## config.mk

```make
export PLATFORM = sky130hd
export DESIGN_NAME = hazard_unit_flat
export DESIGN_NICKNAME = d
export VERILOG_FILES = /design/src/rtl/hazard_if.sv /design/src/rtl/hazard_unit.sv /design/src/flat_wrapper.sv
export SDC_FILE = /design/constraint.sdc
export NUM_CORES = 1
export LEC_CHECK = 0
export ABC_AREA = 0
export CORE_MARGIN = 2
export CORE_UTILIZATION = 50
export DETAILED_ROUTE_END_ITERATION = 6
export PLACE_DENSITY = 0.86
export SYNTH_ARGS = -nofsm -noshare
export SYNTH_HDL_FRONTEND = slang
export SYNTH_SLANG_ARGS = --single-unit
```

## constraint.sdc

```tcl
create_clock -name clk -period 3.3 [get_ports clk]
set_input_delay 0.495 -clock clk [delete_from_list [all_inputs] [get_ports clk]]
set_output_delay 0.495 -clock clk [all_outputs]
set_load 0.05 [all_outputs]
```

## src/rtl/hazard_if.sv

```systemverilog
// Hazard-controller bundle: decode fields, E/M status in, forward/stall/flush out.
// Counter signals exist only when HAZARD_PERF_EN is defined.
interface hazard_if #(
    parameter int REG_FILE_ADDRESS_WIDTH = 5
`ifdef HAZARD_PERF_EN
    , parameter int PERF_WIDTH = 32
`endif
);
    logic [REG_FILE_ADDRESS_WIDTH-1:0] Rs1D;
    logic [REG_FILE_ADDRESS_WIDTH-1:0] Rs2D;
    logic [REG_FILE_ADDRESS_WIDTH-1:0] RdD;
    logic                              RegWriteD;
    logic [1:0]                        ResultSrcD;
    logic                              PCSrcE;
    logic                              MemReadyM;
    logic [1:0]                        ForwardAE;
    logic [1:0]                        ForwardBE;
    logic                              StallF;
    logic                              StallD;
    logic                              FlushD;
    logic                              FlushE;
    logic                              FreezeAll;
`ifdef HAZARD_PERF_EN
    logic [PERF_WIDTH-1:0]             StallCount;
    logic [PERF_WIDTH-1:0]             FlushCount;
`endif

    modport master (
        output Rs1D, Rs2D, RdD, RegWriteD, ResultSrcD, PCSrcE, MemReadyM,
        input  ForwardAE, ForwardBE, StallF, StallD, FlushD, FlushE, FreezeAll
`ifdef HAZARD_PERF_EN
        , input StallCount, FlushCount
`endif
    );

    modport slave (
        input  Rs1D, Rs2D, RdD, RegWriteD, ResultSrcD, PCSrcE, MemReadyM,
        output ForwardAE, ForwardBE, StallF, StallD, FlushD, FlushE, FreezeAll
`ifdef HAZARD_PERF_EN
        , output StallCount, FlushCount
`endif
    );
endinterface

```

## src/rtl/hazard_unit.sv

```systemverilog
// Forwarding, load-use stall and redirect flush control for the 5-stage pipeline.
// Optional stall/flush performance counters are enabled by defining HAZARD_PERF_EN.
module hazard_unit #(
    parameter int REG_FILE_ADDRESS_WIDTH = 5
`ifdef HAZARD_PERF_EN
    , parameter int PERF_WIDTH = 32
`endif
) (
    input  logic     clk,
    input  logic     rst,
    hazard_if.slave  hz
);
    localparam int AW = REG_FILE_ADDRESS_WIDTH;
    localparam logic [AW-1:0] REG_X0   = {AW{1'b0}};
    localparam logic [1:0]    SRC_LOAD = 2'b01;
    localparam logic [1:0]    FWD_RF   = 2'b00;
    localparam logic [1:0]    FWD_M    = 2'b10;
    localparam logic [1:0]    FWD_W    = 2'b01;

    // Shadow copies of the E, M and W pipeline slots
    logic [AW-1:0] rs1_e_q, rs1_e_d, rs2_e_q, rs2_e_d, rd_e_q, rd_e_d;
    logic          reg_write_e_q, reg_write_e_d, is_load_e_q, is_load_e_d;
    logic [AW-1:0] rd_m_q, rd_m_d;
    logic          reg_write_m_q, reg_write_m_d, is_load_m_q, is_load_m_d;
    logic [AW-1:0] rd_w_q, rd_w_d;
    logic          reg_write_w_q, reg_write_w_d;

    logic freeze_s, redirect_s, lw_stall_s, stall_s, flush_e_s;

    // Loads in M are excluded so a load value is only ever taken from W.
    function automatic logic [1:0] fwd_select(
        input logic [AW-1:0] rs,
        input logic [AW-1:0] rd_m, input logic wr_m, input logic ld_m,
        input logic [AW-1:0] rd_w, input logic wr_w
    );
        logic [1:0] sel;
        if (wr_m && !ld_m && (rd_m != REG_X0) && (rd_m == rs)) begin
            sel = FWD_M;
        end else if (wr_w && (rd_w != REG_X0) && (rd_w == rs)) begin
            sel = FWD_W;
        end else begin
            sel = FWD_RF;
        end
        return sel;
    endfunction

    // Hazard detection and control outputs
    always_comb begin
        freeze_s   = ~hz.MemReadyM;
        redirect_s = hz.PCSrcE;
        lw_stall_s = is_load_e_q & reg_write_e_q & (rd_e_q != REG_X0) &
                     ((rd_e_q == hz.Rs1D) | (rd_e_q == hz.Rs2D));
        stall_s    = freeze_s | (lw_stall_s & ~redirect_s);
        flush_e_s  = (lw_stall_s | redirect_s) & ~freeze_s;
    end

    assign hz.FreezeAll = freeze_s;
    assign hz.StallF    = stall_s;
    assign hz.StallD    = stall_s;
    assign hz.FlushD    = redirect_s & ~freeze_s;
    assign hz.FlushE    = flush_e_s;
    assign hz.ForwardAE = fwd_select(rs1_e_q, rd_m_q, reg_write_m_q, is_load_m_q,
                                     rd_w_q, reg_write_w_q);
    assign hz.ForwardBE = fwd_select(rs2_e_q, rd_m_q, reg_write_m_q, is_load_m_q,
                                     rd_w_q, reg_write_w_q);

    // Next-state of the shadow slots: hold on freeze, otherwise advance
    always_comb begin
        rs1_e_d       = rs1_e_q;
        rs2_e_d       = rs2_e_q;
        rd_e_d        = rd_e_q;
        reg_write_e_d = reg_write_e_q;
        is_load_e_d   = is_load_e_q;
        rd_m_d        = rd_m_q;
        reg_write_m_d = reg_write_m_q;
        is_load_m_d   = is_load_m_q;
        rd_w_d        = rd_w_q;
        reg_write_w_d = reg_write_w_q;
        if (freeze_s) begin
            rd_w_d = rd_w_q;
        end else begin
            rd_w_d        = rd_m_q;
            reg_write_w_d = reg_write_m_q;
            rd_m_d        = rd_e_q;
            reg_write_m_d = reg_write_e_q;
            is_load_m_d   = is_load_e_q;
            if (flush_e_s) begin
                rs1_e_d       = REG_X0;
                rs2_e_d       = REG_X0;
                rd_e_d        = REG_X0;
                reg_write_e_d = 1'b0;
                is_load_e_d   = 1'b0;
            end else begin
                rs1_e_d       = hz.Rs1D;
                rs2_e_d       = hz.Rs2D;
                rd_e_d        = hz.RdD;
                reg_write_e_d = hz.RegWriteD;
                is_load_e_d   = (hz.ResultSrcD == SRC_LOAD);
            end
        end
    end

    // Shadow slot registers; reset loads bubbles everywhere
    always_ff @(posedge clk or posedge rst) begin
        if (rst) begin
            rs1_e_q       <= REG_X0;
            rs2_e_q       <= REG_X0;
            rd_e_q        <= REG_X0;
            reg_write_e_q <= 1'b0;
            is_load_e_q   <= 1'b0;
            rd_m_q        <= REG_X0;
            reg_write_m_q <= 1'b0;
            is_load_m_q   <= 1'b0;
            rd_w_q        <= REG_X0;
            reg_write_w_q <= 1'b0;
        end else begin
            rs1_e_q       <= rs1_e_d;
            rs2_e_q       <= rs2_e_d;
            rd_e_q        <= rd_e_d;
            reg_write_e_q <= reg_write_e_d;
            is_load_e_q   <= is_load_e_d;
            rd_m_q        <= rd_m_d;
            reg_write_m_q <= reg_write_m_d;
            is_load_m_q   <= is_load_m_d;
            rd_w_q        <= rd_w_d;
            reg_write_w_q <= reg_write_w_d;
        end
    end

`ifdef HAZARD_PERF_EN
    localparam logic [PERF_WIDTH-1:0] PERF_ONE = {{(PERF_WIDTH-1){1'b0}}, 1'b1};

    logic [PERF_WIDTH-1:0] stall_count_q, stall_count_d, flush_count_q, flush_count_d;

    // Counter increments; frozen cycles are not counted as stalls
    always_comb begin
        stall_count_d = stall_count_q;
        flush_count_d = flush_count_q;
        if (stall_s & ~freeze_s) begin
            stall_count_d = stall_count_q + PERF_ONE;
        end else begin
            stall_count_d = stall_count_q;
        end
        if (flush_e_s) begin
            flush_count_d = flush_count_q + PERF_ONE;
        end else begin
            flush_count_d = flush_count_q;
        end
    end

    // Counter registers
    always_ff @(posedge clk or posedge rst) begin
        if (rst) begin
            stall_count_q <= {PERF_WIDTH{1'b0}};
            flush_count_q <= {PERF_WIDTH{1'b0}};
        end else begin
            stall_count_q <= stall_count_d;
            flush_count_q <= flush_count_d;
        end
    end

    assign hz.StallCount = stall_count_q;
    assign hz.FlushCount = flush_count_q;
`endif
endmodule

```

## src/flat_wrapper.sv

```systemverilog
// flat-port wrapper written by rule: the top's interface ports become plain ports
module hazard_unit_flat 
#(
    parameter int REG_FILE_ADDRESS_WIDTH = 5

)
  (clk, rst, hz_Rs1D, hz_Rs2D, hz_RdD, hz_RegWriteD, hz_ResultSrcD, hz_PCSrcE, hz_MemReadyM, hz_ForwardAE, hz_ForwardBE, hz_StallF, hz_StallD, hz_FlushD, hz_FlushE, hz_FreezeAll);
  hazard_if #(.REG_FILE_ADDRESS_WIDTH(REG_FILE_ADDRESS_WIDTH)) hz_i ();
  input  logic clk;
  input  logic rst;
  input wire logic [$bits(hz_i.Rs1D)-1:0] hz_Rs1D;
  input wire logic [$bits(hz_i.Rs2D)-1:0] hz_Rs2D;
  input wire logic [$bits(hz_i.RdD)-1:0] hz_RdD;
  input wire logic [$bits(hz_i.RegWriteD)-1:0] hz_RegWriteD;
  input wire logic [$bits(hz_i.ResultSrcD)-1:0] hz_ResultSrcD;
  input wire logic [$bits(hz_i.PCSrcE)-1:0] hz_PCSrcE;
  input wire logic [$bits(hz_i.MemReadyM)-1:0] hz_MemReadyM;
  output wire logic [$bits(hz_i.ForwardAE)-1:0] hz_ForwardAE;
  output wire logic [$bits(hz_i.ForwardBE)-1:0] hz_ForwardBE;
  output wire logic [$bits(hz_i.StallF)-1:0] hz_StallF;
  output wire logic [$bits(hz_i.StallD)-1:0] hz_StallD;
  output wire logic [$bits(hz_i.FlushD)-1:0] hz_FlushD;
  output wire logic [$bits(hz_i.FlushE)-1:0] hz_FlushE;
  output wire logic [$bits(hz_i.FreezeAll)-1:0] hz_FreezeAll;
  assign hz_i.Rs1D = hz_Rs1D;
  assign hz_i.Rs2D = hz_Rs2D;
  assign hz_i.RdD = hz_RdD;
  assign hz_i.RegWriteD = hz_RegWriteD;
  assign hz_i.ResultSrcD = hz_ResultSrcD;
  assign hz_i.PCSrcE = hz_PCSrcE;
  assign hz_i.MemReadyM = hz_MemReadyM;
  assign hz_ForwardAE = hz_i.ForwardAE;
  assign hz_ForwardBE = hz_i.ForwardBE;
  assign hz_StallF = hz_i.StallF;
  assign hz_StallD = hz_i.StallD;
  assign hz_FlushD = hz_i.FlushD;
  assign hz_FlushE = hz_i.FlushE;
  assign hz_FreezeAll = hz_i.FreezeAll;
  hazard_unit #(.REG_FILE_ADDRESS_WIDTH(REG_FILE_ADDRESS_WIDTH)) u_core (.clk(clk), .rst(rst), .hz(hz_i));
endmodule
```

---- Word level (Yosys, flattened, before mapping) ----
Index checks and enable logic that the tools add are counted.
word-level totals
  register bits ........................... 30
  latch bits .............................. 0
  memory bits (writable) .................. 0
  memory bits (read-only) ................. 0
  output and inout port bits .............. 9
  logic and storage cells ................. 48
  memories ................................ 0
cells by class
  add/subtract/negate cells ............... 0
  multipliers ............................. 0
  div/mod/pow operators ................... 0
  $lt $le $gt $ge ......................... 0
  equality and inequality tests ........... 7
  shifts and indexed selects .............. 0
  muxes and demuxes ....................... 9
  bitwise operators ....................... 11
  reduce and logical (&&, ||, !) cells .... 11
operator list
  cell                  number
  $eq A5 B5 Y1          6
  $mux W5               3
  $reduce_bool A5 Y1    3
  $logic_and A1 B1 Y1   7
  $and A1 B1 Y1         6
  $mux W1               4
  $mux W2               2
  $or A1 B1 Y1          3
  $eq A2 B1 Y1 const B  1
  $not A1 Y1            2
  $logic_not A1 Y1      1

---- Logic depth before layout (Yosys ltp) ----
  depth after elaboration ................. 6
  gate-level depth with buffers ........... 6
  mapped depth without buffers ............ 4

---- Worst setup path after synthesis ----
Ideal clock, no wire load.
  path kind ............................... reg2out
  start point ............................. reg u_core.rd_m_q[4]
  end point ............................... out hz_ForwardBE[0]
  arrival ................................. 3.000 ns
  required time ........................... 2.805 ns
  setup slack ............................. -0.195 ns
  cell stages (with the launch flop) ...... 5
  cell sequence ........................... dfrtp_1 > xnor2_1 > nand3_1 > nor4_1 > nor4_1
on the way
  longest elaborated chain between the ends .. 4
RTL lines
  item                     line                source
  start, declared          hazard_unit.sv:23   logic [AW-1:0] rd_m_q, rd_m_d;
  start signal, assigned   hazard_unit.sv:122  rd_m_q <= rd_m_d;
  $reduce_bool A5 Y1       hazard_unit.sv:37   if (wr_m && !ld_m && (rd_m != REG_X0) && (rd_m == rs)) begin
  $logic_and A1 B1 Y1      hazard_unit.sv:37
  $logic_and A1 B1 Y1 (*)  hazard_unit.sv:37
  $mux W2 (*)              hazard_unit.sv:37
  end, declared            flat_wrapper.sv:19  output wire logic [$bits(hz_i.ForwardBE)-1:0] hz_ForwardBE;
Mark *: on every way between the ends. The rest lies on a longest branch, timed or not.

---- Worst setup path after layout ----
  start point ............................. reg u_core.rd_m_q[3]
  end point ............................... out hz_ForwardBE[1]
Same word-level chain as after synthesis.

==> impl_summary.txt <==
----------------------------------------------------
[Status]
  Result of the run ... finished clean

[Floorplan]
  Overall die width ... 63.7 um
  Die Ht ... 63.7 um
  Area of the die ... 0.00406 mm2
  Core area ... 0.00339 mm2
  Effective utilization at floorplan ... 52.6%
  Standard-cell row count ... 21
  Total I/O pin count ... 31

[Worst setup path]
  Critical register-to-register path endpoint ... u_core.rs1_e_q[4]
  Kind of capture point of the worst setup path ... output port
  Critical path's slowest cell ... sky130_fd_sc_hd__clkdlybuf4s50_1
  Worst r2r path cells ... 4
  Combined buffer and inverter count along the critical path ... 1
  Reg2Reg Setup Slack ... 1.34 ns
  Maximum fanout encountered on the critical timing path ... 5
  Arrival @ worst endpoint ... 2.46 ns
  RR Startpoint ... u_core.rd_e_q[1]
  Worst-path cell chain ... or4_1, o21ai_0, nor4_2, clkdlybuf4s50_1
  Critical path startpoint category ... register
  Largest stage delay, worst path ... 0.72 ns
  Worst path required time ... 2.80 ns
  Delay-heaviest family, CP ... buffers and inverters
  Critical path start-end classification ... reg2out

[Clocking]
  Clock latency of the later-clocked register in the worst-skew pair ... 0.33 ns
  CTS sink cnt ... 30
  Htree depth ... 2
  Clock tree root driver cell ... sky130_fd_sc_hd__clkbuf_4
  Clock Path Buffers ... 2
  TritonCTS clock tree ... done
  Number of setup buffers added after CTS ... 0
  Register clock-pin slew on the reported worst setup and hold paths ... 0.10 ns
  TritonCTS buffer count ... 5
  Number of hold buffers added after CTS ... 0

[Cells and area]
  Fraction of final layout cells sized beyond drive strength 1 ... 22.9%
  Synth-to-Final Area Change ... 26.5%
  Most frequent cells in the layout ... 30 x sky130_fd_sc_hd__dfrtp_1, 23 x sky130_fd_sc_hd__clkdlybuf4s50_1, 19 x sky130_fd_sc_hd__nand2_1
  Leading cell type in the layout, fill and taps excluded ... sky130_fd_sc_hd__dfrtp_1
  Nets@finish ... 226
  Diodes inserted ... 0
  Post-route non-filler standard cell count ... 251
  Filler instances ... 268

[Global route]
  Sum of overflow across all layers after global routing ... 0
  Number of antenna violations at the first check in global routing ... 0
  Via count of the first global-routing pass ... 1425
  Wire length of the first global-routing pass ... 7090 um
  Global-route usage over all layers ... 23.2%
  Maximum number of pins on one net before global-route repair ... 31

[Place]
  Final GP Congestion ... 0.873
  Detailed placer's ending HPWL ... 3060 um
  Placed cell count ... 243
  Port Buffers ... 30

[STA]
  Final setup fails ... 0
  Worst hold-check slack ... 0.522 ns
  Minimum clock period after layout ... 2.95 ns
  Count of endpoints failing hold in the final timing report ... 0
  Max transition margin ... 44.3%
  Total negative slack for setup checks ... 0 ns
  Maximum operating frequency ... 339 MHz
  Total count of max-transition violations in the final report ... 0
  Largest clock skew in the final design ... 0.00988 ns
  RSZ-0062 raised after global routing ... no
  Worst slew pin tran ... 0.833 ns
  Final period utilization ... 89.5%

[Power and ir drop]
  Clk pwr share ... 24.8%
  Net switching power figure ... 0.357 mW
  Leakage ... 0.965 nW
  Share of power burned in combinational logic ... 28.3%
  Power per cell area ... 485 mW/mm2
  Switch share ... 32.6%
  Internal ... 0.738 mW
  Relative contribution of sequential cells to total power ... 46.9%
  Peak supply drop ... 0.306 mV

[Job]
  Number of max-cap violations ... 0

[Drt]
  Number of search-and-repair iterations in the first detailed-routing pass ... 4
  Detailed Route Iter0 Violations ... 67
  ANT nets after route ... 0
  Vias ... 1441
  DRC Markers ... 0
  Post-detailed-route wirelength per cell ... 16.8 um
  Vias per cell ... 5.74
  Post-detailed-routing wire length ... 4210 um

[Logic synthesis]
  FF+latch count, synth ... 30
  Net count of the mapped netlist ... 195
  Number of warnings printed during yosys synthesis ... 0
  Number of instances in the synthesized netlist ... 173
  Summed instance area of the synthesized netlist ... 0.00178 mm2
  Share of synthesized area occupied by flip-flops and latches ... 42.1%
  Mapped Avg Cell Area ... 10.3 um2
  Number of distinct library cells after synthesis ... 27

[Hold path]
  Hold WC Path Type ... in2async

----------------------------------------------------
worst reg2reg max path: stages, from the launching register on:
cell                       delay [ns]
sky130_fd_sc_hd__dfrtp_1         0.48
sky130_fd_sc_hd__or4_4           0.56
sky130_fd_sc_hd__o211ai_4        0.49
sky130_fd_sc_hd__a22oi_1         0.15
sky130_fd_sc_hd__a21bo_2         0.24
cell type report:
class,instances,area [um2],area share [%]
multi-input cells,131,993,44.0
flip-flops and latches,30,751,33.3
repair buffers,34,368,16.3
clock buffers,8,78.8,3.49
well taps,46,57.6,2.55
inverters,2,7.51,0.333
logic make-up (layout without fill, tap and decap cells):
logic type / Yosys count / after routing / share of synthesized area, %
AOI/OAI and AO/OA: 41 / 41 / 18.9
xor gates and xnor gates: 30 / 30 / 14.7
buffers and inverters: 12 / 44 / 3.58
DFF: 30 / 30 / 42.1
muxes: 13 / 13 / 8.21
and+or+nand+nor: 47 / 47 / 12.4
how the worst max path moves through the flow:
stage,depth (start not counted),from,slack [ns],to
floorplan,5,hz_Rs1D[4],0.22,hz_StallF
global placement,5,u_core.rd_m_q[3],0.51,hz_ForwardAE[0]
detailed placement,5,u_core.rd_m_q[3],0.46,hz_ForwardAE[0]
CTS,5,u_core.rd_m_q[3],0.09,hz_ForwardAE[0]
global route,4,u_core.rd_m_q[3],0.17,hz_ForwardBE[1]
finish,4,u_core.rd_m_q[3],0.35,hz_ForwardBE[1]
sequential cells by signal, indices dropped and copies added (netlist names):
name and cells:
u_core.reg_write_w_q 1, u_core.reg_write_e_q 1, u_core.rd_e_q 5, u_core.rs2_e_q 5
u_core.is_load_e_q 1, u_core.reg_write_m_q 1, u_core.is_load_m_q 1, u_core.rd_m_q 5
u_core.rs1_e_q 5, u_core.rd_w_q 5
per-stage QoR:
step | power [mW] | area [um2] | utilization (%) | setup WS, ns
after detailed placement | 0.829 | 2170 | 64.2 | 0.460
after CTS | 1.10 | 2250 | 66.5 | 0.0860
final | 1.10 | 2260 | 66.6 | 0.348
after floorplan | 0.722 | 1810 | - | 0.218
after global placement | 0.813 | 2170 | 64.2 | 0.510
after global routing | 1.16 | 2260 | 66.6 | 0.166
repair_timing:
item                                    4_1_cts  5_1_grt
endpoints found under the setup margin        0        1
endpoints found under the hold margin         0        0
gates resized for setup                       0        1
routing by layer:
metal | part of all wire (%) | GRT usage (%)
met1 | 43 | 30.4
met2 | 49 | 37.0
met3 | 6.3 | 5.36
met4 | 1.7 | 9.78
met5 | 0 | 0
power by group through the flow:
| stage | logic (mW) | clock network, mW | registers (mW) |
|---|---|---|---|
| after floorplan | 0.231 | 0 | 0.491 |
| after global placement | 0.299 | 0 | 0.514 |
| after detailed placement | 0.309 | 0 | 0.520 |
| after CTS | 0.311 | 0.279 | 0.512 |
| after global routing | 0.337 | 0.305 | 0.521 |
| final | 0.310 | 0.272 | 0.513 |
synth_stat cells:
library cell               count  area share, %
sky130_fd_sc_hd__dfrtp_1      30             42
sky130_fd_sc_hd__nand2_1      19            4.0
sky130_fd_sc_hd__xnor2_1      16            7.9
sky130_fd_sc_hd__xor2_1       14            6.9
sky130_fd_sc_hd__mux2_2       13            8.2
sky130_fd_sc_hd__nor2_1       12            2.5
sky130_fd_sc_hd__a21bo_2       9            5.1
sky130_fd_sc_hd__a22oi_1       9            3.8
sky130_fd_sc_hd__o21ai_0       9            2.5
sky130_fd_sc_hd__a32oi_1       7            3.4
sky130_fd_sc_hd__clkbuf_1      7            1.5
sky130_fd_sc_hd__nand3_1       4            1.1
sky130_fd_sc_hd__nor4_1        4            1.4
sky130_fd_sc_hd__or4_1         4            1.7
sky130_fd_sc_hd__buf_4         2           0.84
sky130_fd_sc_hd__inv_1         2           0.42
sky130_fd_sc_hd__nor2b_1       2           0.70
sky130_fd_sc_hd__a21bo_1       1           0.56
sky130_fd_sc_hd__a21o_1        1           0.42
sky130_fd_sc_hd__a22oi_2       1           0.70
sky130_fd_sc_hd__and2_1        1           0.35
sky130_fd_sc_hd__buf_8         1           0.84
sky130_fd_sc_hd__o211ai_4      1            1.2
sky130_fd_sc_hd__o22a_1        1           0.49
sky130_fd_sc_hd__o22ai_1       1           0.35
sky130_fd_sc_hd__o31ai_1       1           0.42
sky130_fd_sc_hd__or4_4         1           0.63
(Power assumes the default switching activity.)
